==> src/rtl/vital_monitor.sv <==
// vital_monitor: clocked multi-channel vital-sign range checker.
// Each accepted sample is compared against a programmable min/max table
// selected by age category; a per-channel alarm latches after PERSIST
// consecutive out-of-range samples and clears on acknowledge.
module vital_monitor #(
    parameter int NCH     = 4,
    parameter int DW      = 8,
    parameter int PERSIST = 4,
    parameter int CHW     = (NCH > 1) ? $clog2(NCH) : 1
) (
    input  logic             clk,
    input  logic             rst,
    input  logic [1:0]       age_category,
    input  logic             sample_valid,
    input  logic [CHW-1:0]   sample_ch,
    input  logic [DW-1:0]    sample_data,
    input  logic             cfg_we,
    input  logic [CHW+2:0]   cfg_addr,
    input  logic [DW-1:0]    cfg_wdata,
    input  logic [NCH-1:0]   ack,
    output logic [NCH-1:0]   normal,
    output logic [NCH-1:0]   alarm,
    output logic             alarm_any
);

    localparam logic [7:0] PERSIST_CNT = 8'(PERSIST);

    // Power-on threshold for (category, channel, sel); sel 0 = min, 1 = max.
    function automatic logic [DW-1:0] default_threshold(input int cat, input int ch,
                                                        input logic sel);
        int v;
        v = 0;
        case (ch)
            0: case (cat)
                   0:       v = sel ? 160 : 100;
                   1:       v = sel ? 120 : 70;
                   default: v = sel ? 100 : 60;
               endcase
            1: v = sel ? 100 : 97;
            2: v = sel ? 100 : 90;
            3: case (cat)
                   0:       v = sel ? 16 : 12;
                   1:       v = sel ? 14 : 10;
                   2:       v = sel ? 9  : 7;
                   default: v = sel ? 10 : 8;
               endcase
            default: v = 0;
        endcase
        if (ch >= 4) begin
            return sel ? '1 : '0;
        end
        return DW'(v);
    endfunction

    logic [DW-1:0]  min_tbl [4][NCH];
    logic [DW-1:0]  max_tbl [4][NCH];

    logic [1:0]     prev_cat;
    logic [NCH-1:0] normal_q, normal_d;
    logic [NCH-1:0] alarm_q, alarm_d;
    logic [7:0]     cnt_q [NCH];
    logic [7:0]     cnt_d [NCH];

    logic [NCH-1:0] hit, in_rng, set_evt;
    logic           age_change;

    logic           cfg_sel;
    logic [CHW-1:0] cfg_ch;
    logic [1:0]     cfg_cat;

    assign cfg_sel    = cfg_addr[0];
    assign cfg_ch     = cfg_addr[CHW:1];
    assign cfg_cat    = cfg_addr[CHW+2:CHW+1];
    assign age_change = (age_category != prev_cat);

    // Threshold table: loads defaults on reset, written one entry per cfg strobe.
    // NOTE: the table is reset on purpose -- rst must restore the default
    // thresholds, so these are plain flops rather than an unreset RAM.
    always_ff @(posedge clk or posedge rst) begin
        if (rst) begin
            for (int cat = 0; cat < 4; cat++) begin
                for (int c = 0; c < NCH; c++) begin
                    min_tbl[cat][c] <= default_threshold(cat, c, 1'b0);
                    max_tbl[cat][c] <= default_threshold(cat, c, 1'b1);
                end
            end
        end else if (cfg_we) begin
            for (int c = 0; c < NCH; c++) begin
                if (cfg_ch == CHW'(c)) begin
                    if (cfg_sel) max_tbl[cfg_cat][c] <= cfg_wdata;
                    else         min_tbl[cfg_cat][c] <= cfg_wdata;
                end
            end
        end
    end

    // Per-channel next state: range check, persistence count, alarm set/ack.
    // NOTE: blocking assignments here are intentional -- cnt_d is computed and
    // then read within the same pass; every target gets a default first so no
    // latch is inferred.
    always_comb begin
        for (int c = 0; c < NCH; c++) begin
            normal_d[c] = normal_q[c];
            cnt_d[c]    = cnt_q[c];
            set_evt[c]  = 1'b0;
            hit[c]      = sample_valid && !age_change && (sample_ch == CHW'(c));
            in_rng[c]   = (sample_data >= min_tbl[age_category][c]) &&
                          (sample_data <= max_tbl[age_category][c]);
            if (age_change) begin
                normal_d[c] = 1'b0;
                cnt_d[c]    = 8'd0;
            end else if (hit[c]) begin
                if (in_rng[c]) begin
                    normal_d[c] = 1'b1;
                    cnt_d[c]    = 8'd0;
                end else begin
                    normal_d[c] = 1'b0;
                    cnt_d[c]    = (cnt_q[c] >= PERSIST_CNT) ? PERSIST_CNT
                                                            : cnt_q[c] + 8'd1;
                    set_evt[c]  = (cnt_d[c] == PERSIST_CNT);
                end
            end
            // A set event wins over a simultaneous acknowledge.
            alarm_d[c] = set_evt[c] | (alarm_q[c] & ~ack[c]);
        end
    end

    // Channel state and previous-category registers.
    always_ff @(posedge clk or posedge rst) begin
        if (rst) begin
            normal_q <= '0;
            alarm_q  <= '0;
            prev_cat <= 2'b00;
            for (int c = 0; c < NCH; c++) begin
                cnt_q[c] <= 8'd0;
            end
        end else begin
            normal_q <= normal_d;
            alarm_q  <= alarm_d;
            prev_cat <= age_category;
            for (int c = 0; c < NCH; c++) begin
                cnt_q[c] <= cnt_d[c];
            end
        end
    end

    assign normal    = normal_q;
    assign alarm     = alarm_q;
    assign alarm_any = |alarm_q;

endmodule

==> config.mk <==
export PLATFORM = sky130hd
export DESIGN_NAME = vital_monitor
export DESIGN_NICKNAME = d
export VERILOG_FILES = /design/src/rtl/vital_monitor.sv
export SDC_FILE = /design/constraint.sdc
export NUM_CORES = 1
export LEC_CHECK = 0
export CAP_MARGIN = 10
export CORE_ASPECT_RATIO = 1.2
export CORE_UTILIZATION = 40
export DETAILED_ROUTE_END_ITERATION = 7
export GPL_TIMING_DRIVEN = 0
export SYNTH_ARGS = -nofsm -noshare
export SYNTH_HDL_FRONTEND = slang
export SYNTH_SLANG_ARGS = --single-unit
==> constraint.sdc <==
create_clock -name clk -period 21.1 [get_ports clk]
set_input_delay 2.11 -clock clk [delete_from_list [all_inputs] [get_ports clk]]
set_output_delay 2.11 -clock clk [all_outputs]
set_load 0.01 [all_outputs]
==> results of run 1 <==
-- worst max path at each step --
stage / from / end / slack (ns)
after floorplan: rst / alarm[0] / 10.91
after detailed placement: age_category[1] / cnt_q[17] / 14.80
after global routing: age_category[1] / cnt_q[17] / 15.10
after CTS: age_category[1] / cnt_q[17] / 15.32
final: age_category[1] / cnt_q[17] / 15.32
after global placement: rst / min_tbl[49] / 6.98
-- worst max-delay path, stage by stage --
cell and delay [ns]:
clkdlybuf4s50_1 0.53, clkbuf_1 0.56, buf_1 0.84, mux4_2 0.42, ha_1 0.28, nand2b_1 0.09
a2111oi_0 0.09, o31a_1 0.36, nor3_1 0.63, o21ai_0 0.20
-- layer usage --
| layer | GRT usage [%] | vias to the layer above | wire [um] |
|---|---|---|---|
| li1 | - | 4174 | - |
| met1 | 29.0 | 4834 | 17300 |
| met2 | 34.1 | 207 | 18300 |
| met3 | 3.19 | 64 | 1610 |
| met4 | 7.60 | 0 | 1200 |
| met5 | 0 | - | 0 |
-- cell usage in the layout, fill, tap and decap left out, types with 15 or more instances in the layout --
cell	count
nand3_1	15
inv_1	79
mux2_2	227
o21ai_0	45
clkdlybuf4s50_1	39
ha_1	72
nand2_1	79
clkbuf_16	38
mux4_2	64
a21oi_1	17
and2_1	20
nor2_1	16
clkbuf_1	41
dfrtp_1	204
dfstp_2	94
-- registers in the layout, summed over array words and instances, names as in the netlist --
name and count:
min_tbl 128, max_tbl 128, normal 4, cnt_q 32, prev_cat 2, alarm 4
-- kinds of logic (layout without fill, tap and decap cells) --
kind of cell	count (synthesis)	count (layout)
AOI/OAI and AO/OA	105	105
xor gates and xnor gates	2	2
adders and majority gates	72	72
buffers and inverters	136	243
DFF	298	298
muxes	291	291
and+or+nand+nor	215	215
-- synth_stat cells, drive strengths merged --
| cell | n | area, um2 |
|---|---|---|
| mux2 | 227 | 2560 |
| dfrtp | 204 | 5100 |
| dfstp | 94 | 2470 |
| nand2 | 84 | 328 |
| inv | 80 | 300 |
| ha | 72 | 901 |
| mux4 | 64 | 1440 |
| o21ai | 45 | 225 |
| clkbuf | 34 | 128 |
| nor2 | 29 | 161 |
| buf | 22 | 123 |
| and2 | 20 | 125 |
| nand3 | 18 | 105 |
| a21oi | 17 | 85.1 |
| nand4 | 14 | 87.6 |
| nor3 | 13 | 165 |
| nor2b | 9 | 56.3 |
| nand2b | 8 | 50.1 |
| a21o | 6 | 45.0 |
| and3 | 6 | 37.5 |
| o21a | 6 | 45.0 |
| a2111oi | 4 | 35.0 |
| a22o | 4 | 35.0 |
| o31a | 4 | 35.0 |
| or3 | 4 | 25.0 |
| a211oi | 3 | 27.5 |
| a221oi | 3 | 26.3 |
| nor3b | 3 | 32.5 |
| nor4 | 3 | 18.8 |
| o211ai | 3 | 22.5 |
| o31ai | 3 | 22.5 |
| a31oi | 2 | 12.5 |
| nand3b | 2 | 15.0 |
| o22ai | 2 | 12.5 |
| o32ai | 2 | 17.5 |
| xnor2 | 2 | 17.5 |
| a41o | 1 | 10.0 |
| or3b | 1 | 11.3 |
| or4 | 1 | 7.51 |
-- report_power, final --
| group | internal, mW | switching, mW |
|---|---|---|
| logic | 0.149 | 0.128 |
| registers | 0.683 | 0.0422 |
| clock network | 0.414 | 0.244 |
-- through the flow --
step / utilization, % / power [mW] / hold WS, ns / std cells
2_1_floorplan: - / 0.931 / 0.444 / 1119
3_3_place_gp: 43.2 / 1.00 / 0.459 / 1632
3_5_place_dp: 43.4 / 1.01 / 0.462 / 1634
4_1_cts: 46.9 / 1.68 / 0.476 / 1700
5_1_grt: 46.9 / 1.74 / 0.497 / 1700
6_report: 46.9 / 1.66 / 0.476 / 1700
-- final cells by class --
type	instances	area, um2	area share, %
Clock inverter	11	173	1.00
Clock buffer	55	1110	6.46
Inverter	80	308	1.78
Tap cell	474	593	3.44
Multi-Input combinational cell	685	6800	39.4
Buffer	56	250	1.45
Timing Repair Buffer	41	445	2.58
Sequential cell	298	7570	43.9
==> flow_summary.toml, run 1 <==
[clock_network]
clk_latency_ns = 0.53
cts_sinks = 298
cts.clk_slew.worst_paths_ns = 0.05
cts_buffers = 36
cts_resized = 0
holdBufCountCts = 0
clockBufferDepth = 3
cts_tree = "yes"
root_buffer = "clkbuf_16"
cts_max_level = 2
postCtsSetupBuffers = 0

[synth]
synth_top_family_by_area = "multiplexers"
synth_xor_area_share_pct = 0.117
ys_types = 50
muxShareOfSynthArea_pct = 26.8
synth-compound-area-share_pct = 4.40
yosys_warnings = 0
synthCells = 1119
synth_adder_area_share_pct = 6.04
yosysSeqAreaShare_pct = 50.8
synth_area_per_cell_um2 = 13.3
synth_simple_gate_area_share_pct = 8.22
syn_area_um2 = 14900
ys_ff_latch = 298
synth_nets = 1224

[worst_setup_path]
endpoint_kind = "register"
cp_max_fo = 10
arrival_ns = 6.13
r2r_start = "min_tbl[16]"
crit_required_ns = 21.45
critPathKind = "input pin to register"
reg2reg_depth = 7
r2r_end = "cnt_q[17]"
r2r_slack_ns = 18.44
start_kind = "input pin"

[cells_and_area]
syn2layout_area_growth_pct = 15.6
nFillCells = 3293
drive_above_1_share_pct = 40.9
design_area_um2 = 17300
diodes = 0
fin_nets = 1303

[pwr]
irDropWorstVdd_mv = 0.0767
p_leak_nw = 7.41
p_per_area_nw_per_um2 = 96.2

[hold_path]
hold_path_depth = 2
worstHoldPathType = "register to register"
hold_start = "min_tbl[67]"
whs_endpoint = "min_tbl[67]"

[detailed_routing]
drt-initial-drc-count = 488
drt_pass1_iterations = 5
ant_nets = 0
drc_errors = 0
avgViaCountPerCell = 5.46
num_vias = 9279
wl_per_cell_um = 22.6
wl_um = 38300

[timing]
setup_viol = 0
fmax_mhz = 173
finalHoldViolCount = 0
rsz0062_at_grt = "false"
min_period_over_period_pct = 27.4
finalMaxSlewViolations = 0
relSlewSlack_pct = 30.1
skew_ns = 0.0243
fin_ws_ns = 15.32
fin_setup_tns_ns = 0
period_needed_ns = 5.78
max_slew.worst_pin.slew_ns = 1.05

[run_status]
outcome = "completed"

[die]
die_area_um2 = 38100
num_rows = 77
core-area_um2 = 36800
initial_utilization_pct = 40.6
fp.dieW_um = 178
io_pins = 42
die_h_um = 214

[placed_design]
hpwlAfterDp_um = 25700
gp_congestion = 0.821
pre_cts_ws_ns = 14.80
io_buffer_count = 39
placed_cell_area_um2 = 16000

[global_routing]
antenna_found_initial = 0
grt_pass1_wl_um = 58900
grt_pass1_vias = 9666
grt_max_degree = 111
grt.total_usage_pct = 21.2
grt_overflow_total = 0

[run]
maxCapViolCount = 0
Note: power is estimated with default switching activity, not from simulation.
==> inputs of run 2 (changes only) <==
==> constraint.sdc (replaced) <==
create_clock -name clk -period 5.8 [get_ports clk]
set_input_delay 0.58 -clock clk [delete_from_list [all_inputs] [get_ports clk]]
set_output_delay 0.58 -clock clk [all_outputs]
set_load 0.01 [all_outputs]
==> flow_summary.toml, run 2 (synthesis results as in run 1) <==
[timing]
min_period_over_period_pct = 71.8
fmax_mhz = 240
period_needed_ns = 4.17
skew_ns = 0.0142
max_slew.worst_pin.slew_ns = 1.16
rsz0062_at_grt = "false"
finalMaxSlewViolations = 0
finalHoldViolCount = 0
holdWs_ns = 0.455
relSlewSlack_pct = 22.5
setup_viol = 0

[die]
fp.dieW_um = 178
die_area_um2 = 38100
io_pins = 42
initial_utilization_pct = 40.6
die_h_um = 214
num_rows = 77
core-area_um2 = 36800

[clock_network]
cts_tree = "yes"
holdBufCountCts = 0
cts.clk_slew.worst_paths_ns = 0.06
root_buffer = "clkbuf_16"
cts_max_level = 2
cts_sinks = 298
cts_buffers = 35
postCtsSetupBuffers = 0
cts_resized = 0
clockBufferDepth = 3
clk_latency_ns = 0.52

[global_routing]
grt_pass1_wl_um = 59700
grt_pass1_vias = 9884
grt_max_degree = 45
grt.total_usage_pct = 21.3
antenna_found_initial = 0
grt_overflow_total = 0

[detailed_routing]
drt_pass1_iterations = 4
ant_nets = 0
avgViaCountPerCell = 5.39
wl_um = 38300
wl_per_cell_um = 22.5
drt-initial-drc-count = 447
num_vias = 9172
drc_errors = 0

[worst_setup_path]
path_cells = "clkdlybuf4s50_1 -> clkbuf_1 -> buf_1 -> mux4_2 -> ha_1 -> nand2b_1 -> a2111oi_0 -> o31a_1 -> nor3_1 -> o21ai_0"
start_kind = "input pin"
arrival_ns = 4.53
slowest_stage = "buf_1"
critPathKind = "input pin to register"
cp_top_family = "buffers and inverters"
path_buf_inv = 3
crit_required_ns = 6.16
cp_max_fo = 10
max_stage_delay_ns = 0.80
endpoint_kind = "register"

[cells_and_area]
fin_nets = 1307
syn2layout_area_growth_pct = 15.7
final_common_cell = "mux2_2"
diodes = 0
drive_above_1_share_pct = 40.9
final_cell_mix = "227 x mux2_2, 204 x dfrtp_1, 94 x dfstp_2"
largest_registers = "max_tbl (128), min_tbl (128), cnt_q (32)"
fin_util_pct = 46.9

[run_status]
outcome = "completed"

[pwr]
irDropWorstVdd_mv = 0.205
p_per_area_nw_per_um2 = 344
p_leak_nw = 7.40

[hold_path]
worstHoldPathType = "input pin to register"

[placed_design]
hpwlAfterDp_um = 26200
io_buffer_count = 39
gp_congestion = 0.791

[run]
maxCapViolCount = 0
==> run 2: changes by cell type in the layout (fill, tap and decap cells not counted) <==
cell        previous run  this run
buf_12                 0         7
inv_8                  1         0
clkbuf_1              41        42
buf_16                 2         0
inv_6                  0         1
clkbuf_16             38        37
clkinv_8               1         0
clkinvlp_4             1         2
clkbuf_8              10         6
clkinv_2               4         5
==> run 2: layer usage <==
| layer | up-vias | track usage (%) | wire length, um |
|---|---|---|---|
| met4 | 0 | 7.92 | 1170 |
| li1 | 4187 | - | - |
| met2 | 195 | 35.4 | 18800 |
| met3 | 54 | 3.95 | 2170 |
| met1 | 4736 | 27.8 | 16200 |
| met5 | - | 0 | 0 |
==> run 2: tightest hold or removal path, cell delays in order <==
cell     delay, ns
buf_4         0.14
nor3_4        0.10
nand2_1       0.07
o21ai_0       0.06
==> run 2: final timing paths <==
check                               to  slack [ns]       startpoint  depth (start not counted)
max                          cnt_q[17]        1.63  age_category[1]                         10
min                        min_tbl[98]        0.45      cfg_addr[4]                          4
max reg2reg                  cnt_q[17]        3.19      min_tbl[16]                          7
min reg2reg                 max_tbl[1]        0.48       max_tbl[1]                          2
max in group asynchronous  min_tbl[21]        3.99              rst                          5
min in group asynchronous    cnt_q[28]        0.51              rst                          2
==> run 2: power breakdown <==
part | switching (mW) | internal [mW] | total (mW)
clock | 0.872 | 1.42 | 2.30
sequential | 0.152 | 2.48 | 2.64
combinational | 0.462 | 0.547 | 1.01
==> run 2: area by class of cell <==
| class | count | area [um2] |
|---|---|---|
| plain buffers | 56 | 250 |
| clock buffers | 51 | 1040 |
| clock inverters | 12 | 170 |
| fillers | 3332 | 19500 |
| inverters | 80 | 304 |
| multi-input cells | 685 | 6800 |
| flip-flops and latches | 298 | 7570 |
| well taps | 474 | 593 |
| repair buffers | 46 | 531 |
==> run 2: per-stage QoR <==
stage	setup slack (ns)	instances	power [mW]	cell area, um2	TNS (ns)
CTS	1.67	1702	6.00	17300	0
detailed placement	1.14	1639	3.69	16100	0
floorplan	1.34	1119	3.39	14900	0
global placement	-0.833	1632	3.63	15900	-161.59
finish	1.63	1702	5.94	17300	0
global route	1.49	1702	6.22	17300	0
